### src/rtl/freq_meter_pkg.sv
// Shared constants and helpers for the four-channel frequency meter.
package freq_meter_pkg;

    localparam int unsigned NUM_CH       = 4;
    localparam int unsigned DEF_GATE_LEN = 16777216;
    localparam int unsigned DEF_CNT_W    = 16;

    // Number of bits needed to hold values 0..v-1.
    function automatic int unsigned clog2(input int unsigned v);
        int unsigned r;
        r = 0;
        for (int unsigned i = 0; i < 32; i++) begin
            if ((64'(1) << i) < 64'(v)) begin
                r = i + 1;
            end
        end
        return r;
    endfunction

endpackage

### src/rtl/freq_meter_ch.sv
// One measurement channel: input synchronizer, rising-edge detect,
// saturating edge counter with sticky overflow, and the output latch.
module freq_meter_ch
    import freq_meter_pkg::*;
#(
    parameter int unsigned CNT_W = DEF_CNT_W
) (
    input  logic             clk,
    input  logic             reset,
    input  logic             en,
    input  logic             clr,
    input  logic             latch,
    input  logic             sig_i,
    output logic [CNT_W-1:0] count_o,
    output logic             ovf_o
);

    logic             s1_q, s2_q, s3_q;
    logic [CNT_W-1:0] c_q, c_d;
    logic             ovf_q, ovf_d;
    logic [CNT_W-1:0] count_q, count_d;
    logic             oflag_q, oflag_d;
    logic             rise;
    logic             sat;
    logic             hit;

    // Synchronizer and edge history run independently of en.
    always_ff @(posedge clk or posedge reset) begin
        if (reset) begin
            s1_q <= 1'b0;
            s2_q <= 1'b0;
            s3_q <= 1'b0;
        end else begin
            s1_q <= sig_i;
            s2_q <= s1_q;
            s3_q <= s2_q;
        end
    end

    // Counter update; on the latch cycle the current edge is folded
    // straight into the latched value so it is neither lost nor carried over.
    always_comb begin
        rise    = s2_q & ~s3_q;
        sat     = &c_q;
        hit     = rise & sat;
        c_d     = c_q;
        ovf_d   = ovf_q;
        count_d = count_q;
        oflag_d = oflag_q;
        if (clr) begin
            c_d   = '0;
            ovf_d = 1'b0;
        end else if (latch) begin
            count_d = hit ? c_q : c_q + CNT_W'(rise);
            oflag_d = ovf_q | hit;
            c_d     = '0;
            ovf_d   = 1'b0;
        end else if (en && rise) begin
            if (sat) begin
                ovf_d = 1'b1;
            end else begin
                c_d = c_q + CNT_W'(1);
            end
        end
    end

    // Counter, sticky overflow and latched outputs.
    always_ff @(posedge clk or posedge reset) begin
        if (reset) begin
            c_q     <= '0;
            ovf_q   <= 1'b0;
            count_q <= '0;
            oflag_q <= 1'b0;
        end else begin
            c_q     <= c_d;
            ovf_q   <= ovf_d;
            count_q <= count_d;
            oflag_q <= oflag_d;
        end
    end

    assign count_o = count_q;
    assign ovf_o   = oflag_q;

endmodule

### src/rtl/freq_meter4.sv
// Four-channel frequency meter: counts rising edges of each input over a
// gate window of GATE_LEN clk cycles and latches the per-channel counts.
module freq_meter4
    import freq_meter_pkg::*;
#(
    parameter int unsigned GATE_LEN = DEF_GATE_LEN,
    parameter int unsigned CNT_W    = DEF_CNT_W
) (
    input  logic                    clk,
    input  logic                    reset,
    input  logic                    en,
    input  logic [NUM_CH-1:0]       sig_in,
    output logic [NUM_CH*CNT_W-1:0] counts,
    output logic                    valid,
    output logic [NUM_CH-1:0]       overflow
);

    localparam int unsigned   TW     = clog2(GATE_LEN);
    localparam logic [TW-1:0] T_LAST = TW'(GATE_LEN - 1);

    logic [TW-1:0] t_q, t_d;
    logic          valid_q;
    logic          latch_w;

    // Gate timer: held at 0 while disabled, wraps after the latch cycle.
    always_comb begin
        latch_w = en && (t_q == T_LAST);
        t_d     = '0;
        if (en && !latch_w) begin
            t_d = t_q + TW'(1);
        end
    end

    // Timer state and one-cycle valid pulse following each latch.
    always_ff @(posedge clk or posedge reset) begin
        if (reset) begin
            t_q     <= '0;
            valid_q <= 1'b0;
        end else begin
            t_q     <= t_d;
            valid_q <= latch_w;
        end
    end

    assign valid = valid_q;

    for (genvar i = 0; i < NUM_CH; i++) begin : g_ch
        freq_meter_ch #(
            .CNT_W (CNT_W)
        ) u_ch (
            .clk     (clk),
            .reset   (reset),
            .en      (en),
            .clr     (~en),
            .latch   (latch_w),
            .sig_i   (sig_in[i]),
            .count_o (counts[i*CNT_W +: CNT_W]),
            .ovf_o   (overflow[i])
        );
    end

endmodule

### config.mk
export PLATFORM = sky130hd
export DESIGN_NAME = freq_meter4
export DESIGN_NICKNAME = d
export VERILOG_FILES = /design/src/rtl/freq_meter_pkg.sv /design/src/rtl/freq_meter_ch.sv /design/src/rtl/freq_meter4.sv
export SDC_FILE = /design/constraint.sdc
export NUM_CORES = 1
export LEC_CHECK = 0
export CORE_MARGIN = 2
export CORE_UTILIZATION = 54
export CTS_BUF_LIST = sky130_fd_sc_hd__clkbuf_2 sky130_fd_sc_hd__clkbuf_4 sky130_fd_sc_hd__clkbuf_8
export DETAILED_ROUTE_END_ITERATION = 8
export PLACE_DENSITY = 0.78
export RECOVER_POWER = 100
export SYNTH_ARGS = -nofsm -noshare
export SYNTH_HDL_FRONTEND = slang
export SYNTH_SLANG_ARGS = --single-unit
### constraint.sdc
create_clock -name clk -period 5.08 [get_ports clk]
set_input_delay 0.508 -clock clk [delete_from_list [all_inputs] [get_ports clk]]
set_output_delay 0.508 -clock clk [all_outputs]
set_load 0.05 [all_outputs]
==> impl_metrics.toml, run 1 <==
[pwr]
power_per_cell_area_nw_per_um2 = 247
p_comb_share_pct = 3.1
p_clk_share_pct = 40.3
p_sw_share_pct = 21.7
netSwitchingPower_w = 0.000537
p_int_w = 0.00193
ir_worst_vdd_mv = 0.149
cellLeakagePower_nw = 4.16
p_seq_share_pct = 56.6

[timing]
timing.slew.headroom_pct = -55.4
period_needed_ns = 3.96
worstMarginPinSlew_ns = 2.33
layout_setup_ws_ns = 1.12
setup_tns_ns = 0
final_max_slew_viol_count = 228
fin_worst_skew_ns = 0.00686
clock.fmax_mhz = 253
setup_viol = 0
rsz0062_at_grt = "no"
hold_viol_final = 0
finalCritPeriodShare_pct = 77.9

[placement]
pre_cts_ws_ns = 1.63
dp.cells = 1192
port_buffers = 75
place_area_um2 = 9650
dpl.hpwl_mm = 11.9
finalWeightedCongestion = 0.894

[floorplan]
core_um2 = 15900
die_y_um = 131
die-area_um2 = 17300
rows = 46
die_x_um = 131
start_util_pct = 55.2
io_pins = 76

[status]
status = "complete, but fails checks"
violations = "max-capacitance violations, max-slew violations"

[logic_synthesis]
synth_seq_cells = 173
yosysSeqAreaShare_pct = 49.4
synthesis.area_um2 = 8770
yosys_warnings = 0
yosys.area.top_type_share_pct = 49.4
postSynthAreaPerCell_um2 = 9.25
synthesis.nets = 968
synth.most_common_cell = "dfrtp_1"
synthTopCellsByArea = "dfrtp_1 (49%), xnor2_1 (8.9%), nor2_1 (6.4%), a21oi_1 (3.6%), nand2_1 (3.6%)"
synth_edf_count = 0
synth_top_cells_by_count = "dfrtp_1 (173), nor2_1 (150), xnor2_1 (89), nand2_1 (84), a21oi_1 (63)"
syn_inst = 948
synthDistinctLibCells = 53
synthArstFlopShare_pct = 100
synth-main-ff-cell = "dfrtp_1"
yosysTopAreaCell = "dfrtp_1"

[global_routing]
antenna_found_initial = 0
global_route.usage.total_pct = 21.8
first_global_vias = 6436
grt_pass1_wl_mm = 31.1
grt_overflow = 0
grt_max_degree = 174

[drt]
wirelength_mm = 18.0
dr.pass1.iters = 5
detail-route-antenna-nets = 0
dr_total_vias = 6800
drtIter0Drc = 625
via_per_inst = 5.56
remaining_drc_errors = 0
post_drt_wl_per_cell_um = 14.7

[worst_setup_path]
startpoint_type = "flip-flop"
critPathSlowestCell = "or4_2"
required_ns = 5.42
criticalPathCategory = "reg -> reg"
critPathMaxFanout = 40
critPathArrivalTime_ns = 4.30
critPathMaxStageDelay_ns = 0.97
cp-end-kind = "flip-flop"
crit_chain = "ha_1 -> nand4_1 -> or4_1 -> or4_2 -> clkbuf_1 -> a21oi_2 -> a21oi_1"

[clock_network]
post_cts_resize_count = 0
clk_latency_ns = 0.47
clk_path_buf_depth = 2
cts_root_buf = "clkbuf_8"
path_clk_slew_ns = 0.08
postCtsSetupBuffers = 0
numCtsBuffers = 17
cts_tree = "yes"
clock-sinks = 173
h-tree-depth = 4
postCtsHoldBufs = 0

[layout]
design_area_um2 = 9990
layout-drive-gt1-share_pct = 5.96
layout.nets = 1015
final_core_util_pct = 62.9
diodes = 0
final_cells = 1222
syn_to_final_growth_pct = 14.0

[worst_hold_path]
hold_path_class = "reg -> reg"

[flow_run]
cap_violations = 3
-- logic make-up (layout without fill, tap and decap cells) --
| family | after synthesis | count (layout) | synth area share [%] |
|---|---|---|---|
| AOI/OAI and AO/OA | 154 | 154 | 10.1 |
| and+or+nand+nor | 407 | 407 | 21.8 |
| DFF | 173 | 173 | 49.4 |
| xor gates and xnor gates | 116 | 116 | 11.6 |
| muxes | 14 | 14 | 1.61 |
| adders and majority gates | 13 | 13 | 1.86 |
| buffers and inverters | 71 | 129 | 3.67 |
-- worst max-delay path, delay by kind of cell, from the launching register on --
kind            cells  cell delay, ns
simple gates        3            1.83
buf+inv             1            0.72
compound gates      2            0.64
flops               1            0.40
fa+ha+maj           1            0.22
-- placed cells by master (no fill, tap or decap), types with 13 or more instances in the layout --
cell type      instances
dfrtp_1              173
o21ai_0               55
mux2i_1               13
nor3_1                24
nand2_1               84
xor2_1                27
clkbuf_8              20
nand4_1               28
ha_1                  13
dlygate4sd3_1         74
nand3_1               44
a21oi_1               64
inv_1                 15
nor2_1               151
xnor2_1               89
or3_1                 14
-- registers in the layout, indices dropped and copies added, names as in the netlist --
name	flops
g_ch.u_ch.count_o	64
g_ch.u_ch.ovf_q	4
valid	1
g_ch.u_ch.s3_q	4
g_ch.u_ch.c_q	64
g_ch.u_ch.s2_q	4
g_ch.u_ch.ovf_o	4
t_q	24
g_ch.u_ch.s1_q	4
-- metrics by stage --
step           hold slack (ns)  total power (W)
4_1_cts                  0.356          0.00250
3_5_place_dp             0.337          0.00151
6_report                 0.355          0.00247
2_1_floorplan            0.331          0.00148
3_3_place_gp             0.336          0.00151
5_1_grt                  0.360          0.00256
-- metal layers --
metal / vias to the layer above / wire (um) / track usage [%]
li1: 3339 / - / -
met1: 3274 / 8280 / 29.9
met2: 164 / 8670 / 34.8
met3: 23 / 779 / 4.63
met4: 0 / 249 / 7.25
met5: - / 0 / 0
-- power by group through the flow --
stage | registers (W) | clock network (W) | logic [W]
3_5_place_dp | 0.00143 | 0 | 0.0000826
2_1_floorplan | 0.00142 | 0 | 0.0000573
5_1_grt | 0.00140 | 0.00107 | 0.0000900
4_1_cts | 0.00140 | 0.00102 | 0.0000832
6_report | 0.00140 | 0.000996 | 0.0000764
3_3_place_gp | 0.00143 | 0 | 0.0000807
-- cell type report --
| class | count | area [um2] |
|---|---|---|
| clock inverters | 8 | 115 |
| multi-input cells | 704 | 4110 |
| clock buffers | 22 | 290 |
| repair buffers | 83 | 820 |
| fillers | 1364 | 5890 |
| well taps | 216 | 270 |
| flip-flops and latches | 173 | 4330 |
| inverters | 16 | 63.8 |
-- worst paths after layout --
path                       cells after the start                  endpoint               from  slack, ns
max                                            7  g_ch[1].u_ch.count_o[10]             t_q[0]       1.12
max reg2reg                                    7  g_ch[1].u_ch.count_o[10]             t_q[0]       1.12
max in group asynchronous                      3        g_ch[3].u_ch.ovf_q              reset       2.24
min                                            0         g_ch[0].u_ch.s2_q  g_ch[0].u_ch.s1_q       0.35
min reg2reg                                    0         g_ch[0].u_ch.s2_q  g_ch[0].u_ch.s1_q       0.35
min in group asynchronous                      3   g_ch[2].u_ch.count_o[4]              reset       1.32
No activity file was read; power rests on OpenSTA's default activity.
==> run 2, diff against run 1 <==
==> constraint.sdc (replaced) <==
create_clock -name clk -period 3.3 [get_ports clk]
set_input_delay 0.33 -clock clk [delete_from_list [all_inputs] [get_ports clk]]
set_output_delay 0.33 -clock clk [all_outputs]
set_load 0.05 [all_outputs]
==> impl_metrics.toml, run 2 (synthesized netlist as in run 1, its figures left out) <==
[drt]
drtIter0Drc = 615
wirelength_mm = 18.2
dr_total_vias = 6866
dr.pass1.iters = 5
post_drt_wl_per_cell_um = 14.8
via_per_inst = 5.57
remaining_drc_errors = 0
detail-route-antenna-nets = 0

[worst_hold_path]
hold_path_class = "in -> async"

[layout]
final_common_cell = "dfrtp_1"
layout.nets = 1023
syn_to_final_growth_pct = 14.9
final.fill_count = 1345
most-common-layout-cells = "dfrtp_1 (173), nor2_1 (150), xnor2_1 (89)"
diodes = 0
final_cells = 1232
layout-drive-gt1-share_pct = 7.09

[floorplan]
die_x_um = 131
rows = 46
die_y_um = 131
die-area_um2 = 17300
core_um2 = 15900
io_pins = 76
start_util_pct = 55.2

[worst_setup_path]
path_buf_inv = 2
startpoint_type = "flip-flop"
criticalPathCategory = "reg -> reg"
critPathSlowestCell = "nor4_2"
required_ns = 3.68
critPathArrivalTime_ns = 3.28
crit_chain = "nand4_1 -> or4_1 -> clkbuf_1 -> nor4_2 -> clkbuf_2 -> nor2_1 -> a21oi_1"
critPathMaxStageDelay_ns = 0.64
critPathMaxFanout = 15
cp-end-kind = "flip-flop"
r2r_slack_ns = 0.40
cpLargestDelayFamily = "simple AND/OR/NAND/NOR gates"

[timing]
rsz0062_at_grt = "no"
period_needed_ns = 2.90
setup_tns_ns = 0
timing.slew.headroom_pct = -8.43
final_max_slew_viol_count = 168
hold_viol_final = 0
worstMarginPinSlew_ns = 1.63
finalCritPeriodShare_pct = 87.7
clock.fmax_mhz = 345
setup_viol = 0
fin_worst_skew_ns = 0.0124

[placement]
port_buffers = 75
finalWeightedCongestion = 0.881
dp.cells = 1200
dpl.hpwl_mm = 12.4

[clock_network]
numCtsBuffers = 17
cts_root_buf = "clkbuf_8"
h-tree-depth = 4
clock-sinks = 173
post_cts_resize_count = 0
path_clk_slew_ns = 0.09
clk_path_buf_depth = 2
clk_latency_ns = 0.46
postCtsSetupBuffers = 0
postCtsHoldBufs = 0
cts_tree = "yes"

[global_routing]
first_global_vias = 6478
global_route.usage.total_pct = 21.9
grt_pass1_wl_mm = 31.2
grt_overflow = 0
antenna_found_initial = 0
grt_max_degree = 70

[status]
status = "complete, but fails checks"
violations = "max-capacitance violations, max-slew violations"

[flow_run]
cap_violations = 3

[pwr]
cellLeakagePower_nw = 4.18
ir_worst_vdd_mv = 0.213
power_per_cell_area_nw_per_um2 = 381
[run 2: cell types whose count changed in the layout (fill, tap and decap cells not counted), moves of 2 or more]
cell / before / now
clkinvlp_4: 1 / 3
clkinv_2: 5 / 3
clkbuf_1: 1 / 3
clkbuf_2: 0 / 3
buf_4: 5 / 9
[run 2: cell type report]
type	count	area (um2)	area share, %
repair buffers	91	852	8.46
clock inverters	10	136	1.35
flip-flops and latches	173	4330	43.0
inverters	16	61.3	0.608
clock buffers	22	290	2.88
multi-input cells	704	4140	41.1
well taps	216	270	2.68
[run 2: metal layers]
metal	routed length, um	GRT usage (%)	share of wire (%)
met1	8430	30.3	46
met2	8810	35.4	48
met3	727	3.82	4.0
met4	255	6.70	1.4
met5	0	0	0
[run 2: through the flow]
stage	util (%)	hold WS [ns]	total power (W)	setup slack, ns	area, um2
after floorplan	-	0.331	0.00228	0.759	8770
after global placement	61.1	0.333	0.00232	0.589	9710
after detailed placement	61.1	0.338	0.00233	0.510	9710
after CTS	63.8	0.133	0.00389	0.511	10100
after global routing	63.4	0.319	0.00399	0.188	10100
final	63.4	0.301	0.00384	0.405	10100
[run 2: power breakdown]
part	internal, W	switching, W	leakage (nW)
Clock	0.000824	0.000747	0.212
Combinational	0.0000302	0.0000872	1.59
Sequential	0.00214	0.0000178	2.38
[run 2: worst paths after layout]
| check | startpoint | endpoint | cells past startpoint |
|---|---|---|---|
| setup / recovery | t_q[5] | g_ch[3].u_ch.count_o[8] | 7 |
| hold / removal | reset | g_ch[2].u_ch.c_q[13] | 2 |
| setup reg to reg | t_q[5] | g_ch[3].u_ch.count_o[8] | 7 |
| hold reg to reg | g_ch[1].u_ch.s1_q | g_ch[1].u_ch.s2_q | 0 |
| max in group asynchronous | reset | g_ch[3].u_ch.c_q[15] | 3 |
| min in group clk | g_ch[1].u_ch.s1_q | g_ch[1].u_ch.s2_q | 0 |
==> run 3, diff against run 2 <==
--- a/config.mk
+++ b/config.mk
@@ -5,6 +5,7 @@
 export SDC_FILE = /design/constraint.sdc
 export NUM_CORES = 1
 export LEC_CHECK = 0
+export CORE_ASPECT_RATIO = 0.7
 export CORE_MARGIN = 2
 export CORE_UTILIZATION = 54
 export CTS_BUF_LIST = sky130_fd_sc_hd__clkbuf_2 sky130_fd_sc_hd__clkbuf_4 sky130_fd_sc_hd__clkbuf_8
==> impl_metrics.toml, run 3 (synthesized netlist as in run 1, its figures left out) <==
[pwr]
ir_worst_vdd_mv = 0.263
finalPower_w = 0.00372
power_per_cell_area_nw_per_um2 = 372
cellLeakagePower_nw = 4.17

[clock_network]
postCtsSetupBuffers = 0
clock-sinks = 173
postCtsHoldBufs = 0
path_clk_slew_ns = 0.08
post_cts_resize_count = 0
cts_tree = "yes"
clk_path_buf_depth = 2
numCtsBuffers = 17
clk_latency_ns = 0.45
cts_root_buf = "clkbuf_8"
h-tree-depth = 4

[worst_setup_path]
critPathArrivalTime_ns = 3.15
critPathSlowestCell = "or4_1"
criticalPathCategory = "reg -> reg"
reg2reg_depth = 7
timing.rr.end = "g_ch[2].u_ch.c_q[4]"
r2r-start = "t_q[0]"
cp-end-kind = "flip-flop"
critPathMaxFanout = 13
crit_chain = "ha_1 -> nand4_1 -> or4_1 -> clkbuf_1 -> o31ai_1 -> clkbuf_1 -> nor3_1"
crit_cells = 7
crit_end = "g_ch[2].u_ch.c_q[4]"
cpLargestDelayFamily = "simple AND/OR/NAND/NOR gates"
startpoint_type = "flip-flop"
required_ns = 3.60
path_buf_inv = 2
cpMostUsedCell = "clkbuf_1"
crit_start = "t_q[0]"
r2r_slack_ns = 0.45
critPathMaxStageDelay_ns = 0.55

[timing]
period_needed_ns = 2.85
fin_worst_skew_ns = 0.0160
worst_hold_slack_ns = 0.354
clock.fmax_mhz = 351
rsz0062_at_grt = "no"
setup_tns_ns = 0
finalCritPeriodShare_pct = 86.4
final_max_slew_viol_count = 0
hold_viol_final = 0
timing.slew.headroom_pct = 7.95
layout_setup_ws_ns = 0.448
setup_viol = 0
worstMarginPinSlew_ns = 1.37

[floorplan]
io_pins = 76
die_y_um = 111
die_x_um = 156
core_um2 = 15700
start_util_pct = 55.9
rows = 38
die-area_um2 = 17300

[drt]
wirelength_mm = 19.2
via_per_inst = 5.72
remaining_drc_errors = 0
dr.pass1.iters = 7
dr_total_vias = 6965
detail-route-antenna-nets = 0
drtIter0Drc = 528
post_drt_wl_per_cell_um = 15.8

[global_routing]
first_global_vias = 6633
global_route.usage.total_pct = 23.4
grt_pass1_wl_mm = 33.0
grt_max_degree = 74
grt_overflow = 0
antenna_found_initial = 0

[layout]
diodes = 0
layout.nets = 1025
syn_to_final_growth_pct = 14.3
final.fill_count = 1286
layout-drive-gt1-share_pct = 6.88
final_common_cell = "dfrtp_1"
final_cells = 1218
most-common-layout-cells = "dfrtp_1 (173), nor2_1 (150), xnor2_1 (89)"

[placement]
dpl.hpwl_mm = 13.4
finalWeightedCongestion = 0.901
port_buffers = 75
pre_cts_ws_ns = 0.460
dp.cells = 1186

[status]
status = "finished clean"

[flow_run]
cap_violations = 0

[worst_hold_path]
worstHoldStart = "g_ch[3].u_ch.s1_q"
hold_path_class = "reg -> reg"
run 3: layout make-up:
| cell class | instances | area (um2) | share of cell area, % |
|---|---|---|---|
| clock buffer | 23 | 304 | 3.03 |
| clock inverter | 9 | 86.3 | 0.861 |
| inverter | 16 | 61.3 | 0.612 |
| multi-input combinational | 704 | 4120 | 41.1 |
| sequential | 173 | 4330 | 43.2 |
| tap | 200 | 250 | 2.50 |
| timing repair buffer | 93 | 875 | 8.73 |
run 3: worst min-delay path by stage:
stage,end,slack (ns),cells after the start
floorplan,g_ch[0].u_ch.s2_q,0.33,0
global placement,g_ch[0].u_ch.s2_q,0.33,0
detailed placement,g_ch[3].u_ch.s2_q,0.34,0
CTS,g_ch[0].u_ch.s1_q,0.28,1
global route,g_ch[1].u_ch.s2_q,0.37,0
finish,g_ch[3].u_ch.s2_q,0.35,0
run 3: stage by stage:
step / cell area (um2) / utilization (%)
detailed placement: 9710 / 61.9
global route: 10000 / 63.9
floorplan: 8770 / -
finish: 10000 / 63.9
CTS: 10100 / 64.4
global placement: 9710 / 61.9
run 3: routing by layer:
| metal | vias to the layer above | part of all wire [%] | GRT usage (%) |
|---|---|---|---|
| li1 | 3346 | - | - |
| met1 | 3405 | 49 | 36.5 |
| met2 | 195 | 44 | 33.5 |
| met3 | 19 | 5.5 | 4.87 |
| met4 | 0 | 0.98 | 5.08 |
| met5 | - | 0 | 0 |
run 3: where the power goes:
part,internal [W],switching (W),total [W]
sequential,0.00214,0.0000188,0.00215
clock,0.000692,0.000756,0.00145
combinational,0.0000324,0.0000898,0.000122
total,0.00286,0.000865,0.00372
